--- config.mk ---
export PLATFORM = sky130hd
export DESIGN_NAME = fix_toe_responder_flat
export DESIGN_NICKNAME = d
export VERILOG_FILES = /design/src/rtl/fix_toe_responder_if.sv /design/src/rtl/fix_toe_responder.sv /design/src/flat_wrapper.sv
export SDC_FILE = /design/constraint.sdc
export NUM_CORES = 1
export LEC_CHECK = 0
export CORE_ASPECT_RATIO = 1.4
export CORE_UTILIZATION = 60
export CTS_BUF_LIST = sky130_fd_sc_hd__clkbuf_8
export CTS_CLUSTER_DIAMETER = 200
export DETAILED_ROUTE_END_ITERATION = 6
export PLACE_DENSITY = 0.78
export SLEW_MARGIN = 20
export SYNTH_ARGS = -nofsm -noshare
export SYNTH_HDL_FRONTEND = slang
export SYNTH_SLANG_ARGS = --single-unit
--- constraint.sdc ---
create_clock -name clk -period 4.2 [get_ports clk]
set_input_delay 1.05 -clock clk [delete_from_list [all_inputs] [get_ports clk]]
set_output_delay 1.05 -clock clk [all_outputs]
set_load 0.05 [all_outputs]
--- src/rtl/fix_toe_responder_if.sv ---
// Signal bundle between the FIX engine / network side and the TOE responder.
// The slave view belongs to the responder, the master view to whoever drives it.
interface fix_toe_responder_if;
  logic       connect_req_i;
  logic [1:0] connect_addr_i;
  logic       disconnect_i;
  logic [1:0] disconnect_host_num_i;
  logic       send_message_valid_i;
  logic [7:0] send_message_i;
  logic [3:0] host_up_i;
  logic [7:0] net_data_i;
  logic       net_valid_i;
  logic       net_ready_o;
  logic       connected_o;
  logic [1:0] connected_host_addr_o;
  logic       refused_o;
  logic [7:0] message_o;
  logic       valid_o;
  logic       new_message_o;
  logic [15:0] tx_byte_count_o;
  logic [7:0]  tx_field_count_o;

  modport slave (
    input  connect_req_i, connect_addr_i, disconnect_i, disconnect_host_num_i,
           send_message_valid_i, send_message_i, host_up_i, net_data_i, net_valid_i,
    output net_ready_o, connected_o, connected_host_addr_o, refused_o, message_o,
           valid_o, new_message_o, tx_byte_count_o, tx_field_count_o
  );

  modport master (
    output connect_req_i, connect_addr_i, disconnect_i, disconnect_host_num_i,
           send_message_valid_i, send_message_i, host_up_i, net_data_i, net_valid_i,
    input  net_ready_o, connected_o, connected_host_addr_o, refused_o, message_o,
           valid_o, new_message_o, tx_byte_count_o, tx_field_count_o
  );
endinterface

--- src/rtl/fix_toe_responder.sv ---
// TCP-offload session responder: connect/handshake/close FSM, ingress byte FIFO
// toward the FIX engine, and per-session outbound byte/field counters.
module fix_toe_responder #(
  parameter int CONNECT_LATENCY = 3,
  parameter int FIFO_DEPTH      = 16
) (
  input logic clk,
  input logic rst_n,
  fix_toe_responder_if.slave bus
);
  localparam int AW = $clog2(FIFO_DEPTH);
  localparam int CW = AW + 1;
  localparam logic [CW-1:0] FULL = CW'(FIFO_DEPTH);

  typedef enum logic [1:0] {IDLE, HANDSHAKE, CONNECTED, CLOSING} state_t;

  state_t state_q, state_d;
  logic [3:0]    cnt_q, cnt_d;
  logic [1:0]    addr_q, addr_d;
  logic          connected_q, connected_d;
  logic [1:0]    hostAddr_q, hostAddr_d;
  logic          refused_q, refused_d;
  logic          valid_q, valid_d;
  logic [7:0]    message_q, message_d;
  logic          newMsg_q, newMsg_d;
  logic          firstByte_q, firstByte_d;
  logic [15:0]   txBytes_q, txBytes_d;
  logic [7:0]    txFields_q, txFields_d;
  logic [AW-1:0] wrPtr_q, rdPtr_q;
  logic [CW-1:0] count_q;
  logic [7:0]    mem [FIFO_DEPTH];
  logic          netReady, push, pop, flush;
  logic [7:0]    headByte;

  assign netReady = (state_q == CONNECTED) && (count_q != FULL);
  assign push     = bus.net_valid_i && netReady;
  assign pop      = (state_q == CONNECTED) && (count_q != '0);
  assign headByte = mem[rdPtr_q];

  always_comb begin
    state_d     = state_q;
    cnt_d       = cnt_q;
    addr_d      = addr_q;
    connected_d = connected_q;
    hostAddr_d  = hostAddr_q;
    refused_d   = 1'b0;
    valid_d     = 1'b0;
    message_d   = message_q;
    newMsg_d    = 1'b0;
    firstByte_d = firstByte_q;
    txBytes_d   = txBytes_q;
    txFields_d  = txFields_q;
    flush       = 1'b0;
    case (state_q)
      IDLE: begin
        if (bus.connect_req_i) begin
          if (bus.host_up_i[bus.connect_addr_i]) begin
            state_d     = HANDSHAKE;
            addr_d      = bus.connect_addr_i;
            cnt_d       = 4'(CONNECT_LATENCY - 1);
            txBytes_d   = '0;
            txFields_d  = '0;
            firstByte_d = 1'b1;
          end else begin
            refused_d = 1'b1;
          end
        end
      end
      HANDSHAKE: begin
        if (cnt_q == '0) begin
          state_d     = CONNECTED;
          connected_d = 1'b1;
          hostAddr_d  = addr_q;
        end else begin
          cnt_d = cnt_q - 4'd1;
        end
      end
      CONNECTED: begin
        // A byte popped in the same cycle as a disconnect is still delivered.
        if (pop) begin
          valid_d     = 1'b1;
          message_d   = headByte;
          newMsg_d    = firstByte_q;
          firstByte_d = (headByte == 8'h01);
        end
        if (bus.send_message_valid_i) begin
          if (txBytes_q != 16'hFFFF) txBytes_d = txBytes_q + 16'd1;
          if (bus.send_message_i == 8'h01 && txFields_q != 8'hFF)
            txFields_d = txFields_q + 8'd1;
        end
        if (bus.disconnect_i && bus.disconnect_host_num_i == addr_q) begin
          state_d     = CLOSING;
          connected_d = 1'b0;
          hostAddr_d  = '0;
        end
      end
      CLOSING: begin
        flush   = 1'b1;
        state_d = IDLE;
      end
      default: state_d = IDLE;
    endcase
  end

  always_ff @(posedge clk or negedge rst_n) begin
    if (!rst_n) begin
      state_q     <= IDLE;
      cnt_q       <= '0;
      addr_q      <= '0;
      connected_q <= 1'b0;
      hostAddr_q  <= '0;
      refused_q   <= 1'b0;
      valid_q     <= 1'b0;
      message_q   <= '0;
      newMsg_q    <= 1'b0;
      firstByte_q <= 1'b1;
      txBytes_q   <= '0;
      txFields_q  <= '0;
    end else begin
      state_q     <= state_d;
      cnt_q       <= cnt_d;
      addr_q      <= addr_d;
      connected_q <= connected_d;
      hostAddr_q  <= hostAddr_d;
      refused_q   <= refused_d;
      valid_q     <= valid_d;
      message_q   <= message_d;
      newMsg_q    <= newMsg_d;
      firstByte_q <= firstByte_d;
      txBytes_q   <= txBytes_d;
      txFields_q  <= txFields_d;
    end
  end

  // FIFO bookkeeping; pointers wrap naturally because the depth is a power of two.
  always_ff @(posedge clk or negedge rst_n) begin
    if (!rst_n) begin
      wrPtr_q <= '0;
      rdPtr_q <= '0;
      count_q <= '0;
    end else if (flush) begin
      wrPtr_q <= '0;
      rdPtr_q <= '0;
      count_q <= '0;
    end else begin
      if (push) wrPtr_q <= wrPtr_q + AW'(1);
      if (pop)  rdPtr_q <= rdPtr_q + AW'(1);
      if (push && !pop)      count_q <= count_q + CW'(1);
      else if (pop && !push) count_q <= count_q - CW'(1);
    end
  end

  always_ff @(posedge clk) begin
    if (push) mem[wrPtr_q] <= bus.net_data_i;
  end

  assign bus.net_ready_o           = netReady;
  assign bus.connected_o           = connected_q;
  assign bus.connected_host_addr_o = hostAddr_q;
  assign bus.refused_o             = refused_q;
  assign bus.message_o             = message_q;
  assign bus.valid_o               = valid_q;
  assign bus.new_message_o         = newMsg_q;
  assign bus.tx_byte_count_o       = txBytes_q;
  assign bus.tx_field_count_o      = txFields_q;
endmodule
--- src/flat_wrapper.sv ---
// flat-port wrapper written by rule: the top's interface ports become plain ports
module fix_toe_responder_flat 
#(
  parameter int CONNECT_LATENCY = 3,
  parameter int FIFO_DEPTH      = 16
)
  (clk, rst_n, bus_connect_req_i, bus_connect_addr_i, bus_disconnect_i, bus_disconnect_host_num_i, bus_send_message_valid_i, bus_send_message_i, bus_host_up_i, bus_net_data_i, bus_net_valid_i, bus_net_ready_o, bus_connected_o, bus_connected_host_addr_o, bus_refused_o, bus_message_o, bus_valid_o, bus_new_message_o, bus_tx_byte_count_o, bus_tx_field_count_o);
  fix_toe_responder_if bus_i ();
  input logic clk;
  input logic rst_n;
  input wire logic [$bits(bus_i.connect_req_i)-1:0] bus_connect_req_i;
  input wire logic [$bits(bus_i.connect_addr_i)-1:0] bus_connect_addr_i;
  input wire logic [$bits(bus_i.disconnect_i)-1:0] bus_disconnect_i;
  input wire logic [$bits(bus_i.disconnect_host_num_i)-1:0] bus_disconnect_host_num_i;
  input wire logic [$bits(bus_i.send_message_valid_i)-1:0] bus_send_message_valid_i;
  input wire logic [$bits(bus_i.send_message_i)-1:0] bus_send_message_i;
  input wire logic [$bits(bus_i.host_up_i)-1:0] bus_host_up_i;
  input wire logic [$bits(bus_i.net_data_i)-1:0] bus_net_data_i;
  input wire logic [$bits(bus_i.net_valid_i)-1:0] bus_net_valid_i;
  output wire logic [$bits(bus_i.net_ready_o)-1:0] bus_net_ready_o;
  output wire logic [$bits(bus_i.connected_o)-1:0] bus_connected_o;
  output wire logic [$bits(bus_i.connected_host_addr_o)-1:0] bus_connected_host_addr_o;
  output wire logic [$bits(bus_i.refused_o)-1:0] bus_refused_o;
  output wire logic [$bits(bus_i.message_o)-1:0] bus_message_o;
  output wire logic [$bits(bus_i.valid_o)-1:0] bus_valid_o;
  output wire logic [$bits(bus_i.new_message_o)-1:0] bus_new_message_o;
  output wire logic [$bits(bus_i.tx_byte_count_o)-1:0] bus_tx_byte_count_o;
  output wire logic [$bits(bus_i.tx_field_count_o)-1:0] bus_tx_field_count_o;
  assign bus_i.connect_req_i = bus_connect_req_i;
  assign bus_i.connect_addr_i = bus_connect_addr_i;
  assign bus_i.disconnect_i = bus_disconnect_i;
  assign bus_i.disconnect_host_num_i = bus_disconnect_host_num_i;
  assign bus_i.send_message_valid_i = bus_send_message_valid_i;
  assign bus_i.send_message_i = bus_send_message_i;
  assign bus_i.host_up_i = bus_host_up_i;
  assign bus_i.net_data_i = bus_net_data_i;
  assign bus_i.net_valid_i = bus_net_valid_i;
  assign bus_net_ready_o = bus_i.net_ready_o;
  assign bus_connected_o = bus_i.connected_o;
  assign bus_connected_host_addr_o = bus_i.connected_host_addr_o;
  assign bus_refused_o = bus_i.refused_o;
  assign bus_message_o = bus_i.message_o;
  assign bus_valid_o = bus_i.valid_o;
  assign bus_new_message_o = bus_i.new_message_o;
  assign bus_tx_byte_count_o = bus_i.tx_byte_count_o;
  assign bus_tx_field_count_o = bus_i.tx_field_count_o;
  fix_toe_responder #(.CONNECT_LATENCY(CONNECT_LATENCY), .FIFO_DEPTH(FIFO_DEPTH)) u_core (.clk(clk), .rst_n(rst_n), .bus(bus_i));
endmodule
==> results of run 1 <==
-- logic make-up (layout without fill, tap and decap cells) --
| kind of cell | count (synthesis) | in the layout |
|---|---|---|
| adders and majority gates | 19 | 19 |
| AOI/OAI and AO/OA | 57 | 57 |
| and+or+nand+nor | 185 | 185 |
| xor gates and xnor gates | 29 | 29 |
| muxes | 38 | 38 |
| buffers and inverters | 32 | 119 |
| DFF | 188 | 188 |
-- stage by stage --
| stage | instances | hold slack (ns) | total power [mW] | util (%) | area, um2 |
|---|---|---|---|---|---|
| floorplan | 548 | 0.473 | 3.91 | - | 8180 |
| global placement | 785 | 0.466 | 4.43 | 67.9 | 9050 |
| detailed placement | 785 | 0.489 | 4.50 | 67.9 | 9050 |
| CTS | 817 | 0.511 | 5.62 | 70.7 | 9430 |
| global route | 817 | 0.525 | 5.89 | 70.7 | 9430 |
| finish | 817 | 0.504 | 5.58 | 70.7 | 9430 |
-- flip-flops by register name, indices dropped and copies added (netlist names) --
name and count:
u_core.addr_q 2, u_core.bus.connected_host_addr_o 2, u_core.state_q 2, u_core.mem 128
u_core.rdPtr_q 4, u_core.bus.connected_o 1, u_core.bus.valid_o 1, u_core.count_q 5
u_core.bus.tx_field_count_o 8, u_core.bus.refused_o 1, u_core.firstByte_q 1, u_core.wrPtr_q 4
u_core.bus.tx_byte_count_o 16, u_core.bus.new_message_o 1, u_core.cnt_q 4, u_core.bus.message_o 8
-- final timing paths --
| path | end | slack [ns] | from | depth (start not counted) |
|---|---|---|---|---|
| worst min register to register | u_core.bus.connected_host_addr_o[0]$_DFFE_PN0P_ | 0.50 | u_core.bus.connected_host_addr_o[0]$_DFFE_PN0P_ | 2 |
| worst max-delay path | bus_net_ready_o | 0.70 | u_core.count_q[1]$_DFFE_PN0P_ | 3 |
| max in group asynchronous | u_core.firstByte_q$_DFFE_PN1P_ | 2.64 | rst_n | 2 |
| worst min-delay path | u_core.bus.connected_host_addr_o[0]$_DFFE_PN0P_ | 0.50 | u_core.bus.connected_host_addr_o[0]$_DFFE_PN0P_ | 2 |
| worst max register to register | u_core.count_q[4]$_DFFE_PN0P_ | 1.03 | u_core.count_q[1]$_DFFE_PN0P_ | 12 |
| min in group asynchronous | u_core.bus.tx_field_count_o[6]$_DFFE_PN0P_ | 0.69 | rst_n | 1 |
-- worst max-delay path, stage by stage, from the launching register on --
cell and delay (ns):
dfrtp_1 0.44, or4_1 0.60, o21a_1 0.24, clkdlybuf4s50_1 0.71
-- per-layer routing --
layer	up-vias	GRT usage [%]
met4	0	10.9
met1	2329	26.7
met3	35	4.94
li1	2195	-
met5	-	0
met2	162	41.9
-- cell type report --
| class | instances | area (um2) | area share (%) |
|---|---|---|---|
| Multi-Input combinational cell | 328 | 2700 | 28.7 |
| Tap cell | 182 | 228 | 2.42 |
| Clock buffer | 17 | 234 | 2.48 |
| Clock inverter | 15 | 140 | 1.49 |
| Inverter | 12 | 45.0 | 0.478 |
| Sequential cell | 188 | 5350 | 56.7 |
| Timing Repair Buffer | 75 | 728 | 7.73 |
-- power by group through the flow --
| stage | logic, mW | clock network, mW | registers (mW) |
|---|---|---|---|
| 3_5_place_dp | 2.10 | 0 | 2.39 |
| 3_3_place_gp | 2.04 | 0 | 2.38 |
| 6_report | 2.09 | 1.13 | 2.35 |
| 5_1_grt | 2.30 | 1.22 | 2.38 |
| 4_1_cts | 2.11 | 1.15 | 2.35 |
| 2_1_floorplan | 1.29 | 0 | 2.62 |
-- synth_stat cells, types with 2 or more instances --
library cell and instances:
a21o_1 2, a211oi_1 2, nand4_1 6, and4_1 2
mux2i_1 3, o21ai_0 11, a22o_1 5, xnor2_1 17
buf_4 2, nand2_1 58, ha_1 18, dfrtp_1 59
nor3_1 3, inv_1 11, and2_1 20, nand3_1 16
nor4_1 5, edfxtp_1 128, and3_1 5, a22oi_1 14
xor2_1 12, nor2b_1 2, mux2_2 2, nand2b_1 7
nor2_1 42, o21ai_1 2, a21oi_1 13, clkbuf_1 11
buf_2 4, mux4_2 33, nor4_2 7, buf_1 2
==> metrics.cfg, run 1 <==
[global_routing]
grt_pass1_wl_um = 24400
grt_pass1_vias = 4878
grt_overflow = 0
grt_max_degree = 40
antenna_found_initial = 0
grt_use_total_pct = 23.5

[power_and_ir_drop]
seqPwrFrac_pct = 42.2
p_comb_share_pct = 37.5
ir_worst_vdd_uv = 269
power.switching_mw = 2.10
clock_power_share_pct = 20.3
p_leak_nw = 3.40
p_per_area_nw_per_um2 = 592
swShare_pct = 37.6
p_int_mw = 3.48

[synthesis]
synth_xor_area_share_pct = 3.10
synth_warnings = 0
synth_top_family_by_area = simple AND/OR/NAND/NOR gates
synthCells = 548
yosysTopAreaCellShare_pct = 47.0
yosys.area.top_type = edfxtp_1
ys.flop_type = edfxtp_1
synth_top_cells_by_area = edfxtp_1 47%, dfrtp_1 18%, mux4_2 9.1%, ha_1 2.8%, nand2_1 2.7%
synth_fa_ha_area_share_pct = 3.00
syn_area_um2 = 8180
avgSynthCellArea_um2 = 14.9
seq_area_frac_synth_pct = 65.3
muxShareOfSynthArea_pct = 9.72
synth_seq_cells = 188
synth_edf_count = 128
synth-simple-area-share_pct = 12.1
synth_fp_nets = 597
synth_compound_gate_area_share_pct = 5.02
ys_async_sr_fraction_pct = 31.9
ys_types = 56

[clock_tree]
root_buffer = clkbuf_8
cts.sink_count = 188
cts_hold_buf = 0
clk_pin_slew_worst_paths_ns = 0.10
clock_latency_ns = 0.45
h-tree-depth = 4
post_cts_resize_count = 0
cts_buffer_depth = 2
cts_buffers = 17
cts_setup_buffers = 0
cts_tree = yes

[critical_path]
path_class = reg2out
arrival_ns = 2.45
start_kind = flop
end_kind = output port
cp_max_fo = 4
required_ns = 3.15

[die]
rows = 50
ios = 69
die_area_um2 = 14100
start_util_pct = 61.4
die_x_um = 101
core-area_um2 = 13300
dieHeight_um = 140

[sta]
fmax_mhz = 286
post-route-min-period_ns = 3.50
max-slew-margin-rel_pct = 35.7
hold_viol = 0
maxSlewViolCount = 0
final-setup-viol-count = 0
tightest_slew_ns = 0.961
fin_tns_setup_ns = 0
setup_ws_ns = 0.703
min_period_over_period_pct = 83.3
clock_skew_ns = 0.0121
rsz0062_at_grt = no

[drt]
drt-met1-wl_um = 5800
drt-initial-drc-count = 214
dr_wl_met2_um = 8250
drt_pass1_iterations = 6
routed_wl_um = 15200
wl_per_cell_um = 18.7
vias = 4721
postRouteAntennaNets = 0
highest_layer = met4
drc = 0
vias_per_cell = 5.78
dr_wl_met3_um = 728

[place]
io_buffers = 68
place_ws_ns = 0.672
place.gp.congestion = 0.793
dpl.hpwl_um = 11000

[layout]
layout_commonest_cell = edfxtp_1
area_growth_pct = 15.2
antenna_cells = 0
layout_common_cells = 128 x edfxtp_1, 67 x clkdlybuf4s50_1, 58 x nand2_1, 58 x dfrtp_1, 42 x nor2_1
drive_gt1_share_pct = 14.6
fillers = 917
nets = 671

[min_path]
hold_path_class = reg2reg

[outcome]
status = finished clean

[flow_run]
maxCapViolations = 0

Power figures use the tool's default switching activity.
==> inputs of run 2 (changes only) <==
==> constraint.sdc (replaced) <==
create_clock -name clk -period 3.3 [get_ports clk]
set_input_delay 0.825 -clock clk [delete_from_list [all_inputs] [get_ports clk]]
set_output_delay 0.825 -clock clk [all_outputs]
set_load 0.05 [all_outputs]
==> run 2 against run 1 <==
Clock skew up 0.0080 ns; via count up 0.66%; flip-flop and latch count unchanged; first-iteration DRC count up 35%; sequential power up 28%; core utilization up 0.64 points; critical endpoint is now u_core.count_q[4]$_DFFE_PN0P_.
==> metrics.cfg, run 2 (synthesis results as in run 1) <==
[sta]
post-route-min-period_ns = 3.08
hold_viol = 0  ; unchanged
fmax_mhz = 324
rsz0062_at_grt = no
maxSlewViolCount = 0  ; unchanged
final-setup-viol-count = 0  ; unchanged
max-slew-margin-rel_pct = 35.2  ; -0.53 points
clock_skew_ns = 0.0202  ; +0.00803 ns
tightest_slew_ns = 0.969  ; +0.00788 ns
fin_tns_setup_ns = 0  ; unchanged
min_period_over_period_pct = 93.4

[critical_path]
cp_cell_sequence = or4_1 -> o21a_2 -> nand2_1 -> inv_2 -> ha_1 -> inv_2 -> ha_1 -> a21o_1 -> a21oi_1 -> xnor2_1 -> or3_1 -> a21oi_1
cp_max_fo = 7  ; +3
arrival_ns = 3.48  ; +1.03 ns
path_class = reg2reg
slowest_delay_ns = 0.58  ; -0.13 ns
required_ns = 3.69  ; +0.54 ns
start_kind = flop
end_kind = flop
critPathSlowestCell = or4_1
worst_r2r_path_depth = 12  ; unchanged
rrSetupSlack_ns = 0.22  ; -0.81 ns
rr_endpoint = u_core.count_q[4]$_DFFE_PN0P_
r2r-start = u_core.count_q[1]$_DFFE_PN0P_
crit_start = u_core.count_q[1]$_DFFE_PN0P_

[layout]
layout_commonest_cell = edfxtp_1
largest_reg_flops = 128  ; unchanged
instances_no_fill = 822  ; +0.61%
fin_util_pct = 71.4  ; +0.64 points
fillers = 877  ; -4.4%
design_area_um2 = 9510  ; +0.90%
layout_common_cells = 128 x edfxtp_1, 66 x clkdlybuf4s50_1, 58 x nand2_1, 58 x dfrtp_1, 42 x nor2_1
nets = 676  ; +0.75%
top_register = u_core.mem
drive_gt1_share_pct = 16.3  ; +1.6 points
area_growth_pct = 16.2
antenna_cells = 0  ; unchanged

[place]
dpl_cell_area_um2 = 9100  ; +0.54%
placed_cells = 790  ; +0.64%
dpl.hpwl_um = 11300  ; +2.0%
place.gp.congestion = 0.803  ; +1.2%
io_buffers = 68  ; unchanged

[die]
die_area_um2 = 14100  ; unchanged
start_util_pct = 61.4  ; unchanged
die_x_um = 101  ; unchanged
core-area_um2 = 13300  ; unchanged
dieHeight_um = 140  ; unchanged
rows = 50  ; unchanged
ios = 69  ; unchanged

[clock_tree]
h-tree-depth = 4  ; unchanged
root_buffer = clkbuf_8
clk_pin_slew_worst_paths_ns = 0.11  ; about the same
cts_buffers = 17  ; unchanged
cts_buffer_depth = 2  ; unchanged
cts.sink_count = 188  ; unchanged
cts_hold_buf = 0  ; unchanged
cts_tree = yes
clock_latency_ns = 0.46  ; about the same

[power_and_ir_drop]
ir_worst_vdd_uv = 433  ; +61%
p_per_area_nw_per_um2 = 758  ; +28%
p_leak_nw = 3.44  ; +1.1%
totalPowerFinal_mw = 7.21  ; +29%

[drt]
vias = 4752  ; +0.66%
routed_wl_um = 15900  ; +4.1%
postRouteAntennaNets = 0  ; unchanged
drt_pass1_iterations = 4  ; -2
vias_per_cell = 5.78  ; about the same
drt-initial-drc-count = 289  ; +35%
wl_per_cell_um = 19.3  ; +3.5%
drc = 0  ; unchanged

[flow_run]
maxCapViolations = 0  ; unchanged

[global_routing]
grt_max_degree = 36  ; -10%
grt_pass1_wl_um = 25100  ; +2.9%
grt_use_total_pct = 24.2  ; +0.77 points
antenna_found_initial = 0  ; unchanged
grt_pass1_vias = 4920  ; +0.86%
grt_overflow = 0  ; unchanged

[outcome]
status = finished clean

[min_path]
hold_path_class = in2async

[run 2: layout make-up]
class                           instances  area (um2)  area share (%)
Timing Repair Buffer                   80         776            8.16
Clock inverter                         15         176            1.86
Tap cell                              182         228            2.39
Sequential cell                       188        5350            56.2
Clock buffer                           17         234            2.46
Inverter                               12        45.0           0.474
Multi-Input combinational cell        328        2700            28.4
[run 2: power by group]
part | leakage, nW | total (mW) | switching (mW) | internal (mW)
logic | 1.30 | 2.71 | 1.63 | 1.08
clock network | 0.198 | 1.48 | 0.903 | 0.577
registers | 1.94 | 3.01 | 0.229 | 2.78
total | 3.44 | 7.21 | 2.76 | 4.44
[run 2: timing repair]
action / 4_1_cts / 5_1_grt
resized for setup: 0 / 1
buffers inserted: 0 / 0
endpoints found under the setup margin: 0 / 1
[run 2: how the worst max path moves through the flow]
| stage | endpoint |
|---|---|
| after detailed placement | u_core.count_q[4]$_DFFE_PN0P_ |
| final | u_core.count_q[4]$_DFFE_PN0P_ |
| after global routing | u_core.count_q[4]$_DFFE_PN0P_ |
| after floorplan | u_core.count_q[4]$_DFFE_PN0P_ |
| after CTS | u_core.count_q[4]$_DFFE_PN0P_ |
| after global placement | u_core.count_q[4]$_DFFE_PN0P_ |
[run 2: critical path, delay by kind of cell, from the launching register on]
kind,cells,cell delay (ns)
adders and majority gates,2,0.49
buffers and inverters,2,0.21
AOI/OAI and AO/OA,4,0.71
and+or+nand+nor,3,1.04
xor gates and xnor gates,1,0.11
DFF,1,0.44
[run 2: routing by layer]
metal	vias to the layer above	part of all wire, %	GRT usage [%]
met1	2368	38	28.0
met4	0	2.3	10.6
li1	2213	-	-
met5	-	0	0
met3	30	3.9	4.74
met2	141	56	43.4
[run 2: metrics by stage]
stage / setup WS (ns) / hold slack (ns)
3_3_place_gp: 0.122 / 0.469
3_5_place_dp: 0.00448 / 0.479
6_report: 0.216 / 0.300
4_1_cts: 0.164 / 0.294
2_1_floorplan: 0.0842 / 0.473
5_1_grt: 0.0414 / 0.317
==> edit 1: new RTL, flow settings as in run 1 <==
Re-encode `state_t` (4 states) as one-hot, 4 bits wide.
--- a/src/rtl/fix_toe_responder.sv
+++ b/src/rtl/fix_toe_responder.sv
@@ -13,5 +13,5 @@
   localparam logic [CW-1:0] FULL = CW'(FIFO_DEPTH);
 
-  typedef enum logic [1:0] {IDLE, HANDSHAKE, CONNECTED, CLOSING} state_t;
+  typedef enum logic [3:0] {IDLE = 4'b0001, HANDSHAKE = 4'b0010, CONNECTED = 4'b0100, CLOSING = 4'b1000} state_t;
 
   state_t state_q, state_d;
Check against the original RTL: same outputs for any inputs over 4 cycles, from zero or initial values and one cycle with rst_n low; so few cycles prove little.
==> edit 1 against run 1 <==
  * Synthesized area is 1.2% lower
  * Final cell count is 3.2% lower
  * Cell area is 0.54% lower
  * Sequential cell count is 2 higher
  * First-iteration DRC count is 6.5% higher
  * Sequential share of layout area is 0.87 points higher
  * Wire length is 1.1% higher
  * Via count is 2.1% lower
  * Worst setup slack worse by 0.24 ns
  * Count of clock-buffer cells in the layout stayed put
  * Critical endpoint unchanged
  * Largest cell class unchanged
Power is not compared: it rests on default switching activity, and its combinational part moved more than twofold at a synthesized area within 25%.
==> edit 1: results (changes against run 1) <==
worst hold slack 0.499 ns (-0.00509 ns); Via Count 4623 (-2.1%); arrival time worst endpoint 2.69 ns (+0.24 ns); Bufs on Longest Clock Path 2 (unchanged); crit path from u_core.state_q[1]; first-pass GRT wire length 25000 um (+2.6%); DPL Wire Length 11100 um (+0.82%); pin count of the biggest net entering global routing 36 (-10%); GP Congestion 0.828 (+4.4%); DRT Wirelength 15400 um (+1.1%); # resized after CTS 0 (unchanged); Fin Clk Skew 0.0161 ns (+0.00391 ns); peak supply drop 0.258 mV; Hold Crit Depth 2 (unchanged); Cell variety after synth 52 (-7.1%); Max FO, Critical Path 8 (+4); Post-synth top cells edfxtp_1 (128), dfrtp_1 (60), nor2_1 (46); flop2flop setup slack 0.55 ns (-0.48 ns); Place WS 0.529 ns (-0.143 ns); TritonCTS Buffers 17 (unchanged); fin nets 644 (-4.0%); All-Layer GR Usage 24.0% (+0.48 points); DP Area 0.00897 mm^2 (-0.88%); drt initial violations 228 (+6.5%); root buf cell clkbuf_8; top cells by area, synth edfxtp_1 (48%), dfrtp_1 (19%), mux4_2 (9.2%), nor2_1 (2.1%), ha_1 (2.0%); Min-Delay Endpoint u_core.bus.connected_host_addr_o[0]; R2R cell count 11 (-1); layout cells sized above 1 16.5% (+1.8 points); wire per inst 19.5 um (+4.5%); Mapped Cells 525 (-4.2%); status completed; drt pass-1 iters 4 (-2); Worst Tran Pin Value 0.868 ns (-0.0922 ns)
-- edit 1: changes by cell type after synthesis, moves of 6 or more --
cell | run 1 | this run
nor3_1 | 3 | 9
nand2b_1 | 7 | 1
mux2_2 | 2 | 9
nand2_1 | 58 | 37
and2_1 | 20 | 13
nor4_2 | 7 | 0
-- edit 1: cell type report --
cell class / count / area (um^2)
Clock inverter: 15 / 160
Timing Repair Buffer: 78 / 763
Tap cell: 178 / 223
Inverter: 12 / 45.0
Multi-Input combinational cell: 301 / 2550
Fill cell: 873 / 3620
Sequential cell: 190 / 5400
Clock buffer: 17 / 234
-- edit 1: power by group --
| group | total, mW | switching [mW] | internal [mW] |
|---|---|---|---|
| registers | 2.09 | 0.0449 | 2.04 |
| clock network | 1.18 | 0.640 | 0.540 |
| logic | 0.338 | 0.193 | 0.145 |
| total | 3.60 | 0.877 | 2.73 |
-- edit 1: cell families after synthesis --
group	share of synthesized area (%)
buffers and inverters	1.92
AND/OR/NAND/NOR	10.5
flip-flops	66.7
XOR/XNOR	3.36
multiplexers	10.6
AO/OA/AOI/OAI	4.64
adder cells (fa/ha/maj)	2.26
-- edit 1: worst max path at each step --
| stage | end | slack [ns] | cells after the start |
|---|---|---|---|
| floorplan | u_core.count_q[4] | 0.73 | 13 |
| global placement | u_core.count_q[4] | 0.72 | 10 |
| detailed placement | u_core.count_q[4] | 0.53 | 10 |
| CTS | bus_net_ready_o | 0.44 | 3 |
| global route | bus_net_ready_o | 0.33 | 3 |
| finish | bus_net_ready_o | 0.46 | 3 |
-- edit 1: routing by layer --
metal | up-vias | wire length, um | global-route usage, %
met5 | - | 0 | 0
met2 | 130 | 8510 | 43.4
met1 | 2360 | 6040 | 28.3
li1 | 2119 | - | -
met3 | 14 | 719 | 5.73
met4 | 0 | 146 | 6.64
-- edit 1: worst max-delay path: stages (launching register included) --
cell and delay, ns:
dfrtp_1 0.48, or4b_1 0.74, a21oi_2 0.19, clkdlybuf4s50_1 0.82
==> edit 2: new RTL, config.mk and constraints of run 1 <==
Made on the original files. `FIFO_DEPTH` is set to 16 in 2 places; all go to 8.
--- a/src/rtl/fix_toe_responder.sv
+++ b/src/rtl/fix_toe_responder.sv
@@ -3,5 +3,5 @@
 module fix_toe_responder #(
   parameter int CONNECT_LATENCY = 3,
-  parameter int FIFO_DEPTH      = 16
+  parameter int FIFO_DEPTH      = 8
 ) (
   input logic clk,
--- a/src/flat_wrapper.sv
+++ b/src/flat_wrapper.sv
@@ -3,5 +3,5 @@
 #(
   parameter int CONNECT_LATENCY = 3,
-  parameter int FIFO_DEPTH      = 16
+  parameter int FIFO_DEPTH      = 8
 )
   (clk, rst_n, bus_connect_req_i, bus_connect_addr_i, bus_disconnect_i, bus_disconnect_host_num_i, bus_send_message_valid_i, bus_send_message_i, bus_host_up_i, bus_net_data_i, bus_net_valid_i, bus_net_ready_o, bus_connected_o, bus_connected_host_addr_o, bus_refused_o, bus_message_o, bus_valid_o, bus_new_message_o, bus_tx_byte_count_o, bus_tx_field_count_o);
Formal check against the unedited RTL: same outputs for any inputs over 4 cycles, from zero or initial values and one cycle with rst_n low; that may be too few to reach the edited logic, so the function may still have changed.
==> edit 2 against run 1 <==
  * Sequential cell count is 67 lower
  * Synthesized area shrank 32%
  * Cell area shrank 28%
  * Worst setup slack gained 0.23 ns
  * Die area fell by 32%
  * Total power shrank 16%
  * Synthesized cell count shrank 22%
  * Core utilization is 4.4 points higher
  * Wire length shrank 28%
==> edit 2: results (changes against run 1) <==
status completed; Synth async-reset ratio 47.1% (+15 points); later-pin clock latency in the skew report 0.42 ns (-0.03 ns); Worst Tran Pin Value 0.955 ns (-0.00576 ns); All-Layer GR Usage 24.8% (+1.3 points); Leakage 2.60 nW (-24%); Inst Count DP 596 (-24%); Post-Syn Nets 469 (-21%); DPL Wire Length 7600 um (-31%); R2R cell count 12 (unchanged); DRT Wirelength 11000 um (-28%); # resized after CTS 0 (unchanged); Max FO, Critical Path 14 (+10); r2r startpoint u_core.state_q[0]; Cell variety after synth 50 (-11%); worst min path class reg -> reg; Mapped Cells 425 (-22%); Largest register FFs 64 (-50%); Post-synth top cells edfxtp_1 (64), dfrtp_1 (56), nand2_1 (36); Seq/Total Area, Yosys 60.6% (-4.8 points); drt initial violations 174 (-19%); Bufs on Longest Clock Path 2 (unchanged); first-pass GRT wire length 18000 um (-26%); CTS clk-pin slew, worst paths 0.08 ns (-0.02 ns); Post-synth EDFFs 64 (-50%); top cells by area, synth edfxtp_1 (35%), dfrtp_1 (25%), mux4_1 (4.3%), mux4_2 (3.3%), ha_1 (2.9%); Via Count 3758 (-20%); Fin Clk Skew 0.00977 ns (-0.00237 ns); layout cells sized above 1 11.1% (-3.5 points); hold_sp u_core.bus.message_o[1]; Setup Buffers After CTS 0 (unchanged); reg2reg end u_core.count_q[3]; GP Congestion 0.820 (+3.3%); flop2flop setup slack 0.93 ns (-0.10 ns); Top reg by flops u_core.mem; vias in the first global route 3667 (-25%); DP Area 0.00635 mm^2 (-30%); arrival time worst endpoint 2.22 ns (-0.23 ns)
edit 2: cell types whose count changed in the layout (fill, tap and decap cells not counted), sizes merged, moves of 13 or more:
cell,delta
a22oi,-14
nor2,-16
and2,-13
mux4,-16
xnor2,-13
edfxtp,-64
o21ai,+13
nand2,-23
edit 2: critical path, stage by stage (launching register included):
cell             delay [ns]
dfrtp_1                0.41
inv_1                  0.11
ha_1                   0.20
inv_2                  0.13
a21oi_1                0.15
clkdlybuf4s50_1        0.81
edit 2: logic make-up after synthesis:
group	count (synthesis)	synth area share, %
adders and majority gates	14	3.30
DFF	121	60.6
and+or+nand+nor	150	13.9
AOI/OAI and AO/OA	66	7.38
buffers and inverters	31	2.65
muxes	33	10.6
xor gates and xnor gates	10	1.58
edit 2: metal layers:
metal / track usage, % / wire length [um] / share of wire [%]
met1: 28.2 / 4350 / 40
met2: 44.8 / 5930 / 54
met3: 6.62 / 569 / 5.2
met4: 9.43 / 108 / 0.99
met5: 0 / 0 / 0
edit 2: final cells by class:
class | count | area [um^2]
flip-flops and latches | 121 | 3350
fillers | 588 | 2230
multi-input cells | 273 | 2030
repair buffers | 82 | 781
clock buffers | 17 | 234
clock inverters | 15 | 166
well taps | 107 | 134
inverters | 13 | 48.8
edit 2: worst min path at each step:
stage / end / slack (ns) / cells after the start
2_1_floorplan: u_core.firstByte_q / 0.49 / 2
3_3_place_gp: u_core.bus.message_o[1] / 0.47 / 2
3_5_place_dp: u_core.bus.message_o[1] / 0.48 / 2
4_1_cts: u_core.bus.message_o[1] / 0.50 / 2
5_1_grt: u_core.bus.connected_host_addr_o[1] / 0.52 / 1
6_report: u_core.bus.message_o[1] / 0.49 / 2
edit 2: through the flow:
step	hold WS (ns)	setup WS (ns)	power, mW
2_1_floorplan	0.494	1.09	3.11
3_3_place_gp	0.467	0.783	3.63
3_5_place_dp	0.482	0.697	3.70
4_1_cts	0.500	0.886	4.73
5_1_grt	0.519	0.627	4.98
6_report	0.492	0.930	4.70
edit 2: report_power, final:
part	internal [mW]	total (mW)	switching (mW)
Sequential	1.49	1.72	0.230
Combinational	0.723	1.95	1.22
Clock	0.538	1.03	0.490
